`config.mk`:
```
export PLATFORM = sky130hd
export DESIGN_NAME = serial_sub_flat
export DESIGN_NICKNAME = d
export VERILOG_FILES = /design/src/rtl/serial_sub_pkg.sv /design/src/rtl/serial_sub_if.sv /design/src/rtl/serial_sub_full_sub.sv /design/src/rtl/serial_sub.sv /design/src/flat_wrapper.sv
export SDC_FILE = /design/constraint.sdc
export NUM_CORES = 1
export LEC_CHECK = 0
export ABC_CLOCK_PERIOD_IN_PS = 1700
export CAP_MARGIN = 20
export CORE_MARGIN = 8
export CORE_UTILIZATION = 30
export DETAILED_ROUTE_END_ITERATION = 16
export PLACE_DENSITY = 0.53
export SYNTH_ARGS = -nofsm -noshare
export SYNTH_HDL_FRONTEND = slang
export SYNTH_HIERARCHICAL = 1
export SYNTH_SLANG_ARGS = --single-unit
```
`constraint.sdc`:
```
create_clock -name clk -period 1.7 [get_ports clk]
set_input_delay 0.34 -clock clk [delete_from_list [all_inputs] [get_ports clk]]
set_output_delay 0.34 -clock clk [all_outputs]
set_load 0.05 [all_outputs]
```
`src/rtl/serial_sub_pkg.sv`:
```
// Shared types and constants for the bit-serial subtractor.
package serial_sub_pkg;

  localparam int DEFAULT_WIDTH = 8;

  typedef enum logic [1:0] {
    IDLE = 2'd0,
    RUN  = 2'd1,
    DONE = 2'd2
  } state_t;

endpackage

```
`src/rtl/serial_sub_if.sv`:
```
// Request/result bundle of the bit-serial subtractor; clk and rst stay plain ports.
interface serial_sub_if #(
  parameter int WIDTH = serial_sub_pkg::DEFAULT_WIDTH
);

  logic             start;
  logic [WIDTH-1:0] a;
  logic [WIDTH-1:0] b;
  logic             bin;
  logic             busy;
  logic             done;
  logic [WIDTH-1:0] diff;
  logic             bout;

  modport master (
    output start, a, b, bin,
    input  busy, done, diff, bout
  );

  modport slave (
    input  start, a, b, bin,
    output busy, done, diff, bout
  );

endinterface

```
`src/rtl/serial_sub_full_sub.sv`:
```
// One-bit full subtractor cell: d = x - y - c, bo is the borrow out.
module full_sub (
  input  logic x,
  input  logic y,
  input  logic c,
  output logic d,
  output logic bo
);

  assign d  = x ^ y ^ c;
  assign bo = (~x & y) | (~(x ^ y) & c);

endmodule

```
`src/rtl/serial_sub.sv`:
```
// Bit-serial WIDTH-bit subtractor: diff = a - b - bin, one bit per clock, LSB first,
// framed by a start/busy/done handshake.
module serial_sub
  import serial_sub_pkg::*;
#(
  parameter int WIDTH = DEFAULT_WIDTH
) (
  input  logic         clk,
  input  logic         rst,
  serial_sub_if.slave  bus
);

  localparam int            CW   = (WIDTH > 1) ? $clog2(WIDTH) : 1;
  localparam logic [CW-1:0] LAST = CW'(WIDTH - 1);

  state_t           state;
  logic [WIDTH-1:0] a_sr;
  logic [WIDTH-1:0] b_sr;
  logic [WIDTH-1:0] res_sr;
  logic             borrow;
  logic [CW-1:0]    cnt;
  logic             busy_q;
  logic             done_q;
  logic [WIDTH-1:0] diff_q;
  logic             bout_q;

  logic             cell_d;
  logic             cell_bo;

  full_sub u_cell (
    .x  (a_sr[0]),
    .y  (b_sr[0]),
    .c  (borrow),
    .d  (cell_d),
    .bo (cell_bo)
  );

  // Result bits enter at the MSB side so that after WIDTH shifts bit 0 sits at position 0.
  always_ff @(posedge clk) begin
    if (rst) begin
      state  <= IDLE;
      a_sr   <= '0;
      b_sr   <= '0;
      res_sr <= '0;
      borrow <= 1'b0;
      cnt    <= '0;
      busy_q <= 1'b0;
      done_q <= 1'b0;
      diff_q <= '0;
      bout_q <= 1'b0;
    end else begin
      unique case (state)
        IDLE: begin
          done_q <= 1'b0;
          if (bus.start) begin
            a_sr   <= bus.a;
            b_sr   <= bus.b;
            borrow <= bus.bin;
            res_sr <= '0;
            cnt    <= '0;
            busy_q <= 1'b1;
            state  <= RUN;
          end
        end
        RUN: begin
          a_sr   <= a_sr >> 1;
          b_sr   <= b_sr >> 1;
          borrow <= cell_bo;
          res_sr <= {cell_d, res_sr[WIDTH-1:1]};
          cnt    <= cnt + CW'(1);
          if (cnt == LAST) begin
            diff_q <= {cell_d, res_sr[WIDTH-1:1]};
            bout_q <= cell_bo;
            busy_q <= 1'b0;
            done_q <= 1'b1;
            state  <= DONE;
          end
        end
        DONE: begin
          done_q <= 1'b0;
          state  <= IDLE;
        end
        default: begin
          busy_q <= 1'b0;
          done_q <= 1'b0;
          state  <= IDLE;
        end
      endcase
    end
  end

  assign bus.busy = busy_q;
  assign bus.done = done_q;
  assign bus.diff = diff_q;
  assign bus.bout = bout_q;

endmodule

```
`src/flat_wrapper.sv`:
```
// flat-port wrapper written by rule: the top's interface ports become plain ports
module serial_sub_flat import serial_sub_pkg::*;
#(
  parameter int WIDTH = DEFAULT_WIDTH
)
  (clk, rst, bus_start, bus_a, bus_b, bus_bin, bus_busy, bus_done, bus_diff, bus_bout);
  serial_sub_if #(.WIDTH(WIDTH)) bus_i ();
  input  logic clk;
  input  logic rst;
  input wire logic [$bits(bus_i.start)-1:0] bus_start;
  input wire logic [$bits(bus_i.a)-1:0] bus_a;
  input wire logic [$bits(bus_i.b)-1:0] bus_b;
  input wire logic [$bits(bus_i.bin)-1:0] bus_bin;
  output wire logic [$bits(bus_i.busy)-1:0] bus_busy;
  output wire logic [$bits(bus_i.done)-1:0] bus_done;
  output wire logic [$bits(bus_i.diff)-1:0] bus_diff;
  output wire logic [$bits(bus_i.bout)-1:0] bus_bout;
  assign bus_i.start = bus_start;
  assign bus_i.a = bus_a;
  assign bus_i.b = bus_b;
  assign bus_i.bin = bus_bin;
  assign bus_busy = bus_i.busy;
  assign bus_done = bus_i.done;
  assign bus_diff = bus_i.diff;
  assign bus_bout = bus_i.bout;
  serial_sub #(.WIDTH(WIDTH)) u_core (.clk(clk), .rst(rst), .bus(bus_i));
endmodule
```
==> results.py, run 1 <==
metrics = {
    "logic_synthesis": {
        "syn_nets": 194,
        "synthesis.area_mm2": 0.00163,
        "ys_seq_area_share_pct": 49.1,
        "synthDistinctLibCells": 25,
        "ys_ff_latch": 40,
        "ys.flop_type": "dfxtp_1",
        "async_reset_ff_share_pct": 0,
        "synthTopCellsByArea": "dfxtp_1 49%, mux2i_1 9.2%, a211oi_1 6.9%, nor2_1 6.7%, a22oi_1 5.1%",
        "yosysMostFrequentCell": "dfxtp_1",
        "yosys_warnings": 6,
        "netlist_instances": 171,
        "synth_commonest_cells": "40 x dfxtp_1, 29 x nor2_1, 18 x nand2_1",
        "synth_edf_count": 0,
        "synth_top_cell_by_area": "dfxtp_1",
        "synth.top_cell.area_share_pct": 49.1,
        "avgSynthCellArea_um2": 9.53,
    },
    "global_route": {
        "overflow": 0,
        "grt_util_all_layers_pct": 8.62,
        "antenna_found_initial": 0,
        "first_global_vias": 1213,
        "grt_pass1_wl_mm": 5.77,
        "grt_max_degree": 32,
    },
    "outcome": {
        "outcome": "finished clean",
    },
    "worst_setup_path": {
        "crit_buf_inv": 0,
        "critPathKind": "reg2reg",
        "cp_slowest_cell": "dfxtp_1",
        "critPathArrivalTime_ps": 1640,
        "start_kind": "register",
        "reg2reg_depth": 3,
        "cp_num_cells": 3,
        "critPathTopFamily": "compound AO/OA/AOI/OAI gates",
        "slowest_delay_ps": 600,
        "path_cells": "o21ba_4 -> nor2_1 -> a211oi_1",
        "endpoint_kind": "register",
        "worstPathRequired_ps": 1910,
        "crit_fanout": 31,
    },
    "placement": {
        "place_area_mm2": 0.00195,
        "port_buffers": 30,
        "dp_cells": 266,
        "dpl.hpwl_mm": 2.31,
        "gp_congestion": 0.672,
    },
    "timing": {
        "holdWs_ps": 456,
        "fin_crit_sh_pct": 84.5,
        "fin_crit_ps": 1440,
        "fin_skew_ps": 7.47,
        "setup_viol": 0,
        "timing.fmax_ghz": 0.696,
        "drv_slew": 0,
        "relSlewSlack_pct": 69.5,
        "fin_setup_tns_ps": 0,
        "rsz0062_at_grt": "no",
        "max_slew.worst_pin.slew_ps": 457,
        "hold_viol_final": 0,
    },
    "floorplan": {
        "io_pins": 31,
        "die_h_um": 89.7,
        "die_x_um": 89.7,
        "fp.coreArea_mm2": 0.00537,
        "num_rows": 27,
        "die_area_mm2": 0.00805,
        "initial_utilization_pct": 30.4,
    },
    "layout": {
        "multiInputGateArea_um2": 728,
        "n_fill_cell": 554,
        "final_cells": 273,
        "n_antenna_cell": 0,
        "nNetsFinal": 224,
        "drive_above_1_share_pct": 13.9,
        "postLayoutCoreUtil_pct": 37.9,
        "area_delta_synth_final_pct": 24.7,
        "final_area_mm2": 0.00203,
        "seqCellArea_um2": 801,
    },
    "clock_tree": {
        "insertion_delay_ps": 290,
        "cts.path.max_buffers": 2,
        "h-tree-depth": 2,
        "cts_tree": "done",
        "cts_setup_buffers": 0,
        "cts-root-buf": "clkbuf_8",
        "cts_buffers": 5,
        "clk_pin_slew_ps": 80,
        "cts.sinks": 40,
        "hold_buffers": 0,
    },
    "detailed_routing": {
        "drt_first_pass_iters": 4,
        "drt-total-wl_mm": 3.27,
        "drc": 0,
        "wire_per_inst_um": 12.0,
        "viasPerCell": 4.61,
        "first_iter_violations": 76,
        "vias": 1259,
        "ant_nets": 0,
    },
    "power": {
        "power_leakage_uw": 0.000780,
        "ir_drop_uv": 284,
        "power_density_mw_per_mm2": 914,
    },
    "min_path": {
        "hold_path.class": "reg2reg",
        "hold_depth": 2,
    },
    "flow_run": {
        "drv_cap": 0,
    },
}
-- repair_timing --
| item | CTS | global route |
|---|---|---|
| hold endpoints to repair | 0 | 0 |
| endpoints found under the setup margin | 0 | 2 |
| resized for setup | 0 | 1 |
-- sequential cells by signal, summed over array words and instances, names as in the netlist --
register         cells
u_core/a_sr          8
u_core/b_sr          8
u_core/borrow        1
u_core/bus.bout      1
u_core/bus.busy      1
u_core/bus.diff      8
u_core/bus.done      1
u_core/cnt           3
u_core/res_sr        7
u_core/state         2
-- through the flow --
step	setup WS [ps]	power, uW
2_1_floorplan	426	1210
3_3_place_gp	-85.9	1290
3_5_place_dp	-155	1280
4_1_cts	159	1890
5_1_grt	95.3	1950
6_report	264	1860
-- placed cells by master (no fill, tap or decap), types with 5 or more instances in the layout --
| cell type | instances |
|---|---|
| dfxtp_1 | 40 |
| a22oi_1 | 11 |
| buf_4 | 17 |
| a21oi_1 | 11 |
| a211oi_1 | 15 |
| nand2_1 | 18 |
| clkbuf_8 | 5 |
| mux2i_1 | 15 |
| nor2_1 | 29 |
| clkdlybuf4s50_1 | 19 |
-- worst paths after layout --
| check | slack, ps | to | start |
|---|---|---|---|
| max | 260 | u_core/a_sr[0] | u_core/state[0] |
| min | 460 | u_core/bus.diff[4] | u_core/bus.diff[4] |
| max reg2reg | 260 | u_core/a_sr[0] | u_core/state[0] |
| min reg2reg | 460 | u_core/bus.diff[4] | u_core/bus.diff[4] |
-- tightest hold or removal path: stages (launching register included) --
cell and delay, ps:
dfxtp_1 310, nand2_1 50, a21oi_1 50
-- cells by family after synthesis --
| kind of cell | share of synthesized area, % |
|---|---|
| and+or+nand+nor | 14.1 |
| DFF | 49.1 |
| buffers and inverters | 6.45 |
| muxes | 9.21 |
| adders and majority gates | 2.76 |
| AOI/OAI and AO/OA | 18.3 |
-- per-layer routing --
layer  up-vias  GRT usage (%)  wire (um)
li1        653              -          -
met2        31           12.1       1390
met4         0           4.65         76
met3         7           3.33        188
met5         -              0          0
met1       568           11.0       1620
-- area by class of cell --
class | instances | area share, %
timing repair buffer | 36 | 15.6
multi-input combinational | 114 | 35.8
tap | 72 | 4.43
sequential | 40 | 39.4
clock inverter | 2 | 0.615
inverter | 4 | 0.738
clock buffer | 5 | 3.38
-- where the power goes --
group | switching (uW) | internal, uW
Sequential | 33.5 | 984
Clock | 318 | 278
Combinational | 121 | 123
Total | 472 | 1390
Note: power is estimated with default switching activity, not from simulation.
==> inputs of run 2 (changes only) <==
--- a/config.mk
+++ b/config.mk
@@ -5,7 +5,7 @@
 export SDC_FILE = /design/constraint.sdc
 export NUM_CORES = 1
 export LEC_CHECK = 0
-export ABC_CLOCK_PERIOD_IN_PS = 1700
+export ABC_CLOCK_PERIOD_IN_PS = 1400
 export CAP_MARGIN = 20
 export CORE_MARGIN = 8
 export CORE_UTILIZATION = 30
==> constraint.sdc (replaced) <==
create_clock -name clk -period 1.4 [get_ports clk]
set_input_delay 0.28 -clock clk [delete_from_list [all_inputs] [get_ports clk]]
set_output_delay 0.28 -clock clk [all_outputs]
set_load 0.05 [all_outputs]
==> run 2 against run 1 <==
  * Total power increased by 35%
  * Maximum frequency increased by 11%
  * Non-clock buffer count increased by 9
  * First-iteration DRC count increased by 43%
  * Global-route usage decreased by 0.057 points
==> results.py, run 2 (synthesis results as in run 1) <==
metrics = {
    "clock_tree": {
        "cts.sinks": 40,
        "h-tree-depth": 2,
        "cts_buffers": 5,
        "hold_buffers": 0,
        "cts.path.max_buffers": 2,
        "cts_tree": "done",
        "insertion_delay_ps": 290,
        "cts-root-buf": "clkbuf_8",
        "clk_pin_slew_ps": 80,
    },
    "min_path": {
        "hold_path.class": "reg2reg",
    },
    "layout": {
        "final_area_mm2": 0.00229,
        "n_antenna_cell": 0,
        "area_delta_synth_final_pct": 40.2,
        "final_cell_mix": "40 x dfxtp_1, 29 x nor2_1, 19 x clkdlybuf4s50_1",
        "drive_above_1_share_pct": 17.5,
        "final_cells": 283,
        "layout_commonest_cell": "dfxtp_1",
        "nNetsFinal": 233,
    },
    "worst_setup_path": {
        "critPathKind": "reg2reg",
        "critPathTopFamily": "adder cells",
        "slowest_delay_ps": 330,
        "crit_fanout": 7,
        "crit_top_cell": "ha_1",
        "worstPathRequired_ps": 1580,
        "crit_buf_inv": 1,
        "r2r_slack_ps": 110,
        "critPathArrivalTime_ps": 1480,
        "start_kind": "register",
        "cp_slowest_cell": "dfxtp_1",
        "endpoint_kind": "register",
        "path_cells": "ha_1 -> ha_1 -> and3b_1 -> buf_4 -> nand2_1 -> a21oi_1",
    },
    "floorplan": {
        "io_pins": 31,
        "fp.coreArea_mm2": 0.00537,
        "initial_utilization_pct": 30.4,
        "die_x_um": 89.7,
        "num_rows": 27,
        "die_area_mm2": 0.00805,
        "die_h_um": 89.7,
    },
    "timing": {
        "timing.fmax_ghz": 0.774,
        "fin_skew_ps": 5.70,
        "fin_crit_sh_pct": 92.3,
        "fin_crit_ps": 1290,
        "rsz0062_at_grt": "no",
        "hold_viol_final": 0,
        "fin_setup_tns_ps": 0,
        "max_slew.worst_pin.slew_ps": 315,
        "layout_setup_ws_ps": 108,
        "drv_slew": 0,
        "setup_viol": 0,
        "relSlewSlack_pct": 79.0,
    },
    "global_route": {
        "grt_pass1_wl_mm": 5.76,
        "grt_util_all_layers_pct": 8.57,
        "grt_max_degree": 24,
        "first_global_vias": 1234,
        "overflow": 0,
        "antenna_found_initial": 0,
    },
    "detailed_routing": {
        "ant_nets": 0,
        "first_iter_violations": 109,
        "wire_per_inst_um": 11.8,
        "vias": 1285,
        "drt_first_pass_iters": 4,
        "drc": 0,
        "viasPerCell": 4.54,
        "drt-total-wl_mm": 3.35,
    },
    "placement": {
        "gp_congestion": 0.666,
        "place_area_mm2": 0.00217,
        "dpl.hpwl_mm": 2.48,
        "place_worst_setup_slack_ps": -95.3,
        "dp_cells": 275,
        "port_buffers": 30,
    },
    "power": {
        "power_density_mw_per_mm2": 1100,
        "seq_power_share_pct": 49.2,
        "power.share.clock_pct": 37.3,
        "ir_drop_uv": 522,
        "switching_power_uw": 605,
        "combPwrFrac_pct": 13.5,
        "intPower_uw": 1910,
        "swShare_pct": 24.1,
        "power_leakage_uw": 0.000900,
    },
    "outcome": {
        "outcome": "finished clean",
    },
    "flow_run": {
        "drv_cap": 0,
    },
}
-- run 2: cell types whose count changed in the layout (fill, tap and decap cells not counted), sizes merged --
cell	change
buf	+9
bufinv	+1
-- run 2: cell type report --
cell class                 instances  area [um2]
clock inverter                     3        42.5
tap                               72        90.1
clock buffer                       5        68.8
sequential                        40         801
inverter                           4        15.0
timing repair buffer              45         536
fill                             530        3090
multi-input combinational        114         733
-- run 2: final timing paths --
| path | from | endpoint | cells past startpoint |
|---|---|---|---|
| max reg2reg | u_core/cnt[0] | u_core/bus.diff[7] | 6 |
| max | u_core/cnt[0] | u_core/bus.diff[7] | 6 |
| min | u_core/res_sr[1] | u_core/bus.diff[0] | 2 |
| min reg2reg | u_core/res_sr[1] | u_core/bus.diff[0] | 2 |
-- run 2: routing by layer --
layer	up-vias	GRT usage [%]	routed length (um)	share of wire (%)
met2	24	13.0	1470	44
met5	-	0	0	0
met1	579	10.2	1660	50
met4	0	5.08	79	2.4
met3	6	2.99	142	4.2
li1	676	-	-	-
-- run 2: worst register-to-register path, stage by stage (launching register included) --
cell     delay (ps)
dfxtp_1         330
ha_1            200
ha_1            180
and3b_1         200
buf_4           160
nand2_1          70
a21oi_1          50
-- run 2: through the flow --
stage	power [uW]	hold WS, ps	util (%)
final	2510	467	42.6
after global routing	2630	500	42.6
after CTS	2550	468	42.4
after detailed placement	1600	454	40.3
after global placement	1600	448	40.3
after floorplan	1470	428	-
-- run 2: timing repair --
action | in CTS | in global routing
buffers inserted | 0 | 0
setup endpoints to repair | 0 | 9
gates resized for setup | 0 | 1
-- run 2: power by group through the flow --
| stage | combinational, uW | clock (uW) | sequential, uW |
|---|---|---|---|
| final | 340 | 936 | 1230 |
| after global routing | 377 | 1010 | 1240 |
| after CTS | 344 | 969 | 1240 |
| after detailed placement | 343 | 0 | 1260 |
| after global placement | 339 | 0 | 1260 |
| after floorplan | 210 | 0 | 1260 |
